File: src/rtl/pc_sequencer_pkg.sv
// Shared definitions for the next-PC controller: state encoding, PC width
// and the sequential increment.
package pc_sequencer_pkg;

    localparam int          PC_WIDTH = 32;
    localparam logic [31:0] PC_INC   = 32'd4;

    typedef enum logic [1:0] {
        ST_RESET = 2'b00,
        ST_RUN   = 2'b01,
        ST_HALT  = 2'b10
    } pc_state_e;

    // Fetch addresses are word aligned; targets lose their low two bits.
    function automatic logic [PC_WIDTH-1:0] align_word(input logic [PC_WIDTH-1:0] addr);
        return addr & ~32'h3;
    endfunction

endpackage

File: src/rtl/pc_sequencer_if.sv
// Bus between the pipeline control logic (master) and the PC sequencer
// (slave). There is no valid/ready pairing on this bus: every request input
// is a level sampled once per cycle, and every output is valid every cycle.
interface pc_sequencer_if;

    logic        Stall;
    logic        BranchTaken;
    logic [31:0] BranchTarget;
    logic        Jump;
    logic        JumpReg;
    logic [31:0] JumpTarget;
    logic        HaltReq;
    logic [31:0] PCResult;
    logic [31:0] PCPlus4;
    logic        FetchValid;
    logic        FlushIFID;
    logic        FlushIDEX;
    logic        Halted;

    modport master (
        output Stall, BranchTaken, BranchTarget, Jump, JumpReg, JumpTarget, HaltReq,
        input  PCResult, PCPlus4, FetchValid, FlushIFID, FlushIDEX, Halted
    );

    modport slave (
        input  Stall, BranchTaken, BranchTarget, Jump, JumpReg, JumpTarget, HaltReq,
        output PCResult, PCPlus4, FetchValid, FlushIFID, FlushIDEX, Halted
    );

endinterface

File: src/rtl/pc_sequencer_next_mux.sv
// Priority select of the next PC plus the flush flags for one RUN cycle.
// Optional macro PC_DELAY_SLOT_EN: MIPS branch delay slot flush behaviour.
module pc_sequencer_next_mux
    import pc_sequencer_pkg::*;
(
    input  logic                run_en,
    input  logic                Stall,
    input  logic                BranchTaken,
    input  logic [PC_WIDTH-1:0] BranchTarget,
    input  logic                Jump,
    input  logic                JumpReg,
    input  logic [PC_WIDTH-1:0] JumpTarget,
    input  logic                HaltReq,
    input  logic [PC_WIDTH-1:0] pc,
    input  logic [PC_WIDTH-1:0] pc_plus4,
    output logic [PC_WIDTH-1:0] next_pc,
    output logic                halt_go,
    output logic                flush_ifid,
    output logic                flush_idex
);

    logic jump_any;
    assign jump_any = Jump | JumpReg;

    // Branch (oldest instruction, in EX) beats everything younger in ID/IF.
    always_comb begin
        next_pc    = pc_plus4;
        halt_go    = 1'b0;
        flush_ifid = 1'b0;
        flush_idex = 1'b0;
        if (BranchTaken) begin
            next_pc = align_word(BranchTarget);
`ifdef PC_DELAY_SLOT_EN
            flush_ifid = run_en;
`else
            flush_ifid = run_en;
            flush_idex = run_en;
`endif
        end else if (jump_any && !Stall) begin
            next_pc = align_word(JumpTarget);
`ifdef PC_DELAY_SLOT_EN
            flush_ifid = 1'b0;
`else
            flush_ifid = run_en;
`endif
        end else if (Stall) begin
            next_pc = pc;
        end else if (HaltReq) begin
            next_pc    = pc;
            halt_go    = 1'b1;
            flush_ifid = run_en;
        end
    end

endmodule

File: src/rtl/pc_sequencer.sv
// Next-PC controller: owns the PC register and the RESET/RUN/HALT state.
// Optional macro PC_DELAY_SLOT_EN (see pc_sequencer_next_mux).
module pc_sequencer
    import pc_sequencer_pkg::*;
#(
    parameter logic [31:0] RESET_PC = 32'h00000000
) (
    input  logic             Clk,
    input  logic             Reset,
    pc_sequencer_if.slave    bus,
    output logic [1:0]       DbgState
);

    pc_state_e             state, state_nxt;
    logic [PC_WIDTH-1:0]   pc;
    logic [PC_WIDTH-1:0]   pc_plus4;
    logic [PC_WIDTH-1:0]   next_pc;
    logic                  halt_go;
    logic                  run_en;
    logic                  flush_ifid;
    logic                  flush_idex;

    assign pc_plus4 = pc + PC_INC;
    // Flushes only exist in RUN and are suppressed while reset is asserted.
    assign run_en   = (state == ST_RUN) && Reset;

    pc_sequencer_next_mux u_next_mux (
        .run_en       (run_en),
        .Stall        (bus.Stall),
        .BranchTaken  (bus.BranchTaken),
        .BranchTarget (bus.BranchTarget),
        .Jump         (bus.Jump),
        .JumpReg      (bus.JumpReg),
        .JumpTarget   (bus.JumpTarget),
        .HaltReq      (bus.HaltReq),
        .pc           (pc),
        .pc_plus4     (pc_plus4),
        .next_pc      (next_pc),
        .halt_go      (halt_go),
        .flush_ifid   (flush_ifid),
        .flush_idex   (flush_idex)
    );

    // State and PC registers; PC only moves while running.
    always_ff @(posedge Clk) begin
        if (!Reset) begin
            state <= ST_RESET;
            pc    <= RESET_PC;
        end else begin
            state <= state_nxt;
            if (state == ST_RUN) begin
                pc <= next_pc;
            end
        end
    end

    // Next-state decode: RESET always leaves for RUN, HALT is sticky.
    always_comb begin
        state_nxt = state;
        case (state)
            ST_RESET: state_nxt = ST_RUN;
            ST_RUN:   state_nxt = halt_go ? ST_HALT : ST_RUN;
            ST_HALT:  state_nxt = ST_HALT;
            default:  state_nxt = ST_RESET;
        endcase
    end

    assign bus.PCResult   = pc;
    assign bus.PCPlus4    = pc_plus4;
    assign bus.FetchValid = (state == ST_RUN);
    assign bus.Halted     = (state == ST_HALT);
    assign bus.FlushIFID  = flush_ifid;
    assign bus.FlushIDEX  = flush_idex;
    assign DbgState       = state;

endmodule
File: src/flat_wrapper.sv
// flat-port wrapper written by rule: the top's interface ports become plain ports
module pc_sequencer_flat import pc_sequencer_pkg::*;
#(
    parameter logic [31:0] RESET_PC = 32'h00000000
)
  (Clk, Reset, DbgState, bus_Stall, bus_BranchTaken, bus_BranchTarget, bus_Jump, bus_JumpReg, bus_JumpTarget, bus_HaltReq, bus_PCResult, bus_PCPlus4, bus_FetchValid, bus_FlushIFID, bus_FlushIDEX, bus_Halted);
  pc_sequencer_if bus_i ();
  input  logic Clk;
  input  logic Reset;
  output logic [1:0] DbgState;
  input wire logic [$bits(bus_i.Stall)-1:0] bus_Stall;
  input wire logic [$bits(bus_i.BranchTaken)-1:0] bus_BranchTaken;
  input wire logic [$bits(bus_i.BranchTarget)-1:0] bus_BranchTarget;
  input wire logic [$bits(bus_i.Jump)-1:0] bus_Jump;
  input wire logic [$bits(bus_i.JumpReg)-1:0] bus_JumpReg;
  input wire logic [$bits(bus_i.JumpTarget)-1:0] bus_JumpTarget;
  input wire logic [$bits(bus_i.HaltReq)-1:0] bus_HaltReq;
  output wire logic [$bits(bus_i.PCResult)-1:0] bus_PCResult;
  output wire logic [$bits(bus_i.PCPlus4)-1:0] bus_PCPlus4;
  output wire logic [$bits(bus_i.FetchValid)-1:0] bus_FetchValid;
  output wire logic [$bits(bus_i.FlushIFID)-1:0] bus_FlushIFID;
  output wire logic [$bits(bus_i.FlushIDEX)-1:0] bus_FlushIDEX;
  output wire logic [$bits(bus_i.Halted)-1:0] bus_Halted;
  assign bus_i.Stall = bus_Stall;
  assign bus_i.BranchTaken = bus_BranchTaken;
  assign bus_i.BranchTarget = bus_BranchTarget;
  assign bus_i.Jump = bus_Jump;
  assign bus_i.JumpReg = bus_JumpReg;
  assign bus_i.JumpTarget = bus_JumpTarget;
  assign bus_i.HaltReq = bus_HaltReq;
  assign bus_PCResult = bus_i.PCResult;
  assign bus_PCPlus4 = bus_i.PCPlus4;
  assign bus_FetchValid = bus_i.FetchValid;
  assign bus_FlushIFID = bus_i.FlushIFID;
  assign bus_FlushIDEX = bus_i.FlushIDEX;
  assign bus_Halted = bus_i.Halted;
  pc_sequencer #(.RESET_PC(RESET_PC)) u_core (.Clk(Clk), .Reset(Reset), .bus(bus_i), .DbgState(DbgState));
endmodule
File: config.mk
export PLATFORM = sky130hd
export DESIGN_NAME = pc_sequencer_flat
export DESIGN_NICKNAME = d
export VERILOG_FILES = /design/src/rtl/pc_sequencer_pkg.sv /design/src/rtl/pc_sequencer_if.sv /design/src/rtl/pc_sequencer_next_mux.sv /design/src/rtl/pc_sequencer.sv /design/src/flat_wrapper.sv
export SDC_FILE = /design/constraint.sdc
export NUM_CORES = 1
export LEC_CHECK = 0
export CELL_PAD_IN_SITES_DETAIL_PLACEMENT = 1
export CELL_PAD_IN_SITES_GLOBAL_PLACEMENT = 1
export CORE_UTILIZATION = 30
export CTS_BUF_LIST = sky130_fd_sc_hd__clkbuf_8
export DETAILED_ROUTE_END_ITERATION = 6
export GPL_TIMING_DRIVEN = 0
export HOLD_SLACK_MARGIN = 0.05
export PLACE_DENSITY = 0.85
export RECOVER_POWER = 100
export SLEW_MARGIN = 20
export SYNTH_ARGS = -nofsm -noshare
export SYNTH_HDL_FRONTEND = slang
export SYNTH_HIERARCHICAL = 1
export SYNTH_SLANG_ARGS = --single-unit
File: constraint.sdc
create_clock -name Clk -period 2.45 [get_ports Clk]
set_input_delay 0.49 -clock Clk [delete_from_list [all_inputs] [get_ports Clk]]
set_output_delay 0.49 -clock Clk [all_outputs]
set_load 0.1 [all_outputs]
==> impl_metrics.toml <==
[setup_path]
signal_arrival_time_at_the_worst_endpoint_ps = 2140
worst_r2r_path_depth = 10
worst_setup_path_end_kind = "output port"
critPathRequiredTime_ps = 1960
crit_type = "reg2out"
critPathMostFrequentCell = "buf_12"
critical_path_cell_sequence = "ha_4 -> and3_4 -> buf_6 -> nand3_4 -> buf_12 -> nor3_4 -> xor2_4 -> buf_12"
worst_r2r_startpoint = "u_core/bus.PCResult[7]"
slowest_delay_ps = 380
reg2reg_setup_slack_ps = 140
crit_fanout = 6
cpMaxStageDelayCell = "dfxtp_4"
worst_setup_path_start_kind = "flop"
timing.rr.end = "u_core/bus.PCResult[19]"

[floorplanning]
die_area_mm2 = 0.01064
standard_cell_row_count = 36
i_o_pin_count = 141
floorplan.die.height_um = 103.2
initial_core_util_pct = 31.13
core_region_area_mm2 = 0.009864
die_w_um = 103.2

[cells_and_area]
multiInputGateArea_mm2 = 0.002700
postLayoutCoreUtil_pct = 59.11
nNetsFinal = 638
n_antenna_cell = 0
layout-drive-gt1-share_pct = 36.16
layout.cells.most_common = "nand2_1"
seq_area_um2 = 789.5
most_frequent_cells_in_the_layout = "nand2_1 (104), clkdlybuf4s50_1 (92), buf_4 (41)"
number_of_fill_cells = 1096
flow.area_growth_from_synthesis_pct = 89.89

[timing]
finalCritPeriodShare_pct = 107.3
hold-worst-slack_ps = 514.6
unrepaired_setup_endpoints_after_global_routing = "yes"
count_of_endpoints_failing_setup_in_the_final_report = 15
setup_total_negative_slack_ps = -1452
count_of_final_max_slew_check_failures = 0
setup_slack_after_layout_ps = -177.8
final_number_of_hold_violating_endpoints = 0
maxSlewHeadroom_pct = 20.37
pin_slew_with_the_least_headroom_to_its_limit_ps = 1200
post-route-min-period_ps = 2628
fmax_mhz = 380.5
finClkSkew_ps = 10.70

[pwr]
seq_power_share_pct = 28.5
internal_power_uw = 1191
cellPowerDensity_mw_per_mm2 = 384.8
p_leak_uw = 0.002419
combinationalPowerShare_pct = 52.3
p_sw_uw = 1053
peak_supply_drop_mv = 0.2328
overall_power_uw = 2243
switch_share_pct = 46.93
share_clk_of_total_power_pct = 19.1

[run]
drv_cap = 0

[synth]
post_synth_design_cell_area_mm2 = 0.003070
number_of_synthesized_flops_with_an_enable_pin = 0
synth_seq_area_share_pct = 22.17
synthesis.area_per_instance_um2 = 7.955
syn-instance-count = 386
ys_types = 36
syn_nets = 458
ys_ff_latch = 34
synth-async-reset-ratio_pct = 0
yosys_warnings = 6
ys_dominant_reg_cell = "dfxtp_1"

[run_status]
outcome = "finished, violations left"
violations = "setup timing"

[routing]
detail_route.vias_per_cell = 5.056
drt_drc_violations_left = 0
route.final.wire_length_um = 13810
postRouteAntennaNets = 0
routed-via-count = 3539
post_drt_wl_per_cell_um = 19.72
drtPass1Iterations = 4
detailedRoute.firstIterationViolations = 132

[clocking]
clock_tree.buffer_depth = 2
cts_made_buffers = 5
number_of_hold_repair_buffers_added_at_the_cts_stage = 0
clock_tree_from_tritoncts = "built"
cts.root.buffer_cell = "clkbuf_8"
clock_latency_ps = 280
worst_setup_hold_path_clk_slew_ps = 60
clock-sinks = 34
htree_levels = 2

[min_path]
hold_path.class = "reg2reg"
min_delay_worst_endpoint = "u_core/bus.PCResult[1]"
worstHoldPathCells = 2
timing.hold.worst.start = "u_core/bus.PCResult[1]"

[global_route]
grt_start_max_net_pins = 11
grt_overflow = 0
grt_first_pass_wirelength_um = 20030
vias_in_the_first_global_route = 3795
grt_antenna_before_repair = 0
global_route_usage_over_all_layers_pct = 24.75

[placement]
dpl.hpwl_um = 9316
gp_routability_congestion = 0.7359
buffer_ports.inserted = 136
## synthesized netlist by cell type, types with 3 or more instances
cell | number | area [um2]
nand2_1 | 105 | 394.1
inv_1 | 38 | 142.6
dfxtp_1 | 34 | 680.7
mux2i_1 | 30 | 300.3
o221ai_2 | 30 | 450.4
a21boi_0 | 25 | 187.7
xor2_1 | 16 | 140.1
clkbuf_1 | 13 | 48.80
xnor2_1 | 12 | 105.1
nand3_1 | 10 | 50.05
nor3_1 | 9 | 45.04
buf_4 | 8 | 60.06
a21boi_1 | 7 | 52.55
nor2_1 | 7 | 26.28
nor4_2 | 6 | 75.07
and2_1 | 3 | 18.77
and3_1 | 3 | 18.77
and4_1 | 3 | 26.28
buf_6 | 3 | 33.78
## sequential cells by signal, summed over array words and instances, names as in the netlist
name                 cells
u_core/DbgState          2
u_core/bus.PCResult     32
## routing by layer
| layer | routed length, um | vias to the layer above | GRT usage [%] |
|---|---|---|---|
| met2 | 7230 | 117 | 47.44 |
| met1 | 5530 | 1722 | 28.21 |
| met4 | 333 | 0 | 6.501 |
| met5 | 0 | - | 0 |
| met3 | 712 | 26 | 4.000 |
| li1 | - | 1674 | - |
## worst max-delay path by stage
stage	startpoint	end	slack, ps	depth (start not counted)
after floorplan	u_core/bus.PCResult[14]	u_core/bus.PCResult[26]	-280	7
after global routing	u_core/bus.PCResult[2]	bus_PCPlus4[22]	-250	8
after CTS	u_core/bus.PCResult[3]	bus_PCPlus4[28]	-180	7
final	u_core/bus.PCResult[2]	bus_PCPlus4[22]	-180	8
after detailed placement	Reset	bus_FlushIDEX	-1080	5
after global placement	Reset	bus_FlushIDEX	-1040	5
## what timing repair did
item                                    in CTS  in global routing
pin swaps                                   14                 16
endpoints found under the setup margin      33                 35
setup buffers                               20                 18
endpoints found under the hold margin        0                  0
gates resized for setup                    240                 31
## worst max-delay path, delay by kind of cell (launching register included)
family	cells	cell delay [ps]
buffers and inverters	3	500
and+or+nand+nor	3	600
adders and majority gates	1	140
xor gates and xnor gates	1	230
DFF	1	380
## metrics by stage
stage | worst slack, ps | cell area [um2] | instances
after floorplan | -278.2 | 3772 | 386
after global placement | -1041 | 5300 | 655
after global routing | -254.2 | 5831 | 700
final | -177.8 | 5831 | 700
after CTS | -176.3 | 5778 | 682
after detailed placement | -1078 | 5300 | 655
## cells by family after synthesis
kind of cell             count (synthesis)  share of synthesized area, %
adder cells (fa/ha/maj)                  1                        0.4074
multiplexers                            30                         9.780
buffers and inverters                   65                         9.739
AND/OR/NAND/NOR                        159                         25.92
XOR/XNOR                                28                         7.987
flip-flops                              34                         22.17
AO/OA/AOI/OAI                           69                         24.00
## cell type report
| class | count | share of cell area [%] |
|---|---|---|
| Multi-Input combinational cell | 287 | 46.31 |
| Timing Repair Buffer | 174 | 30.60 |
| Buffer | 25 | 2.639 |
| Tap cell | 133 | 2.854 |
| Clock buffer | 6 | 1.416 |
| Inverter | 39 | 2.511 |
| Clock inverter | 2 | 0.1288 |
| Sequential cell | 34 | 13.54 |
## power groups by stage
stage | clock (uW) | combinational (uW) | sequential, uW
floorplan | 0 | 562 | 882
global placement | 0 | 1090 | 664
detailed placement | 0 | 1100 | 667
CTS | 443 | 1160 | 641
global route | 471 | 1220 | 647
finish | 429 | 1170 | 640
Note: power is estimated with default switching activity, not from simulation.
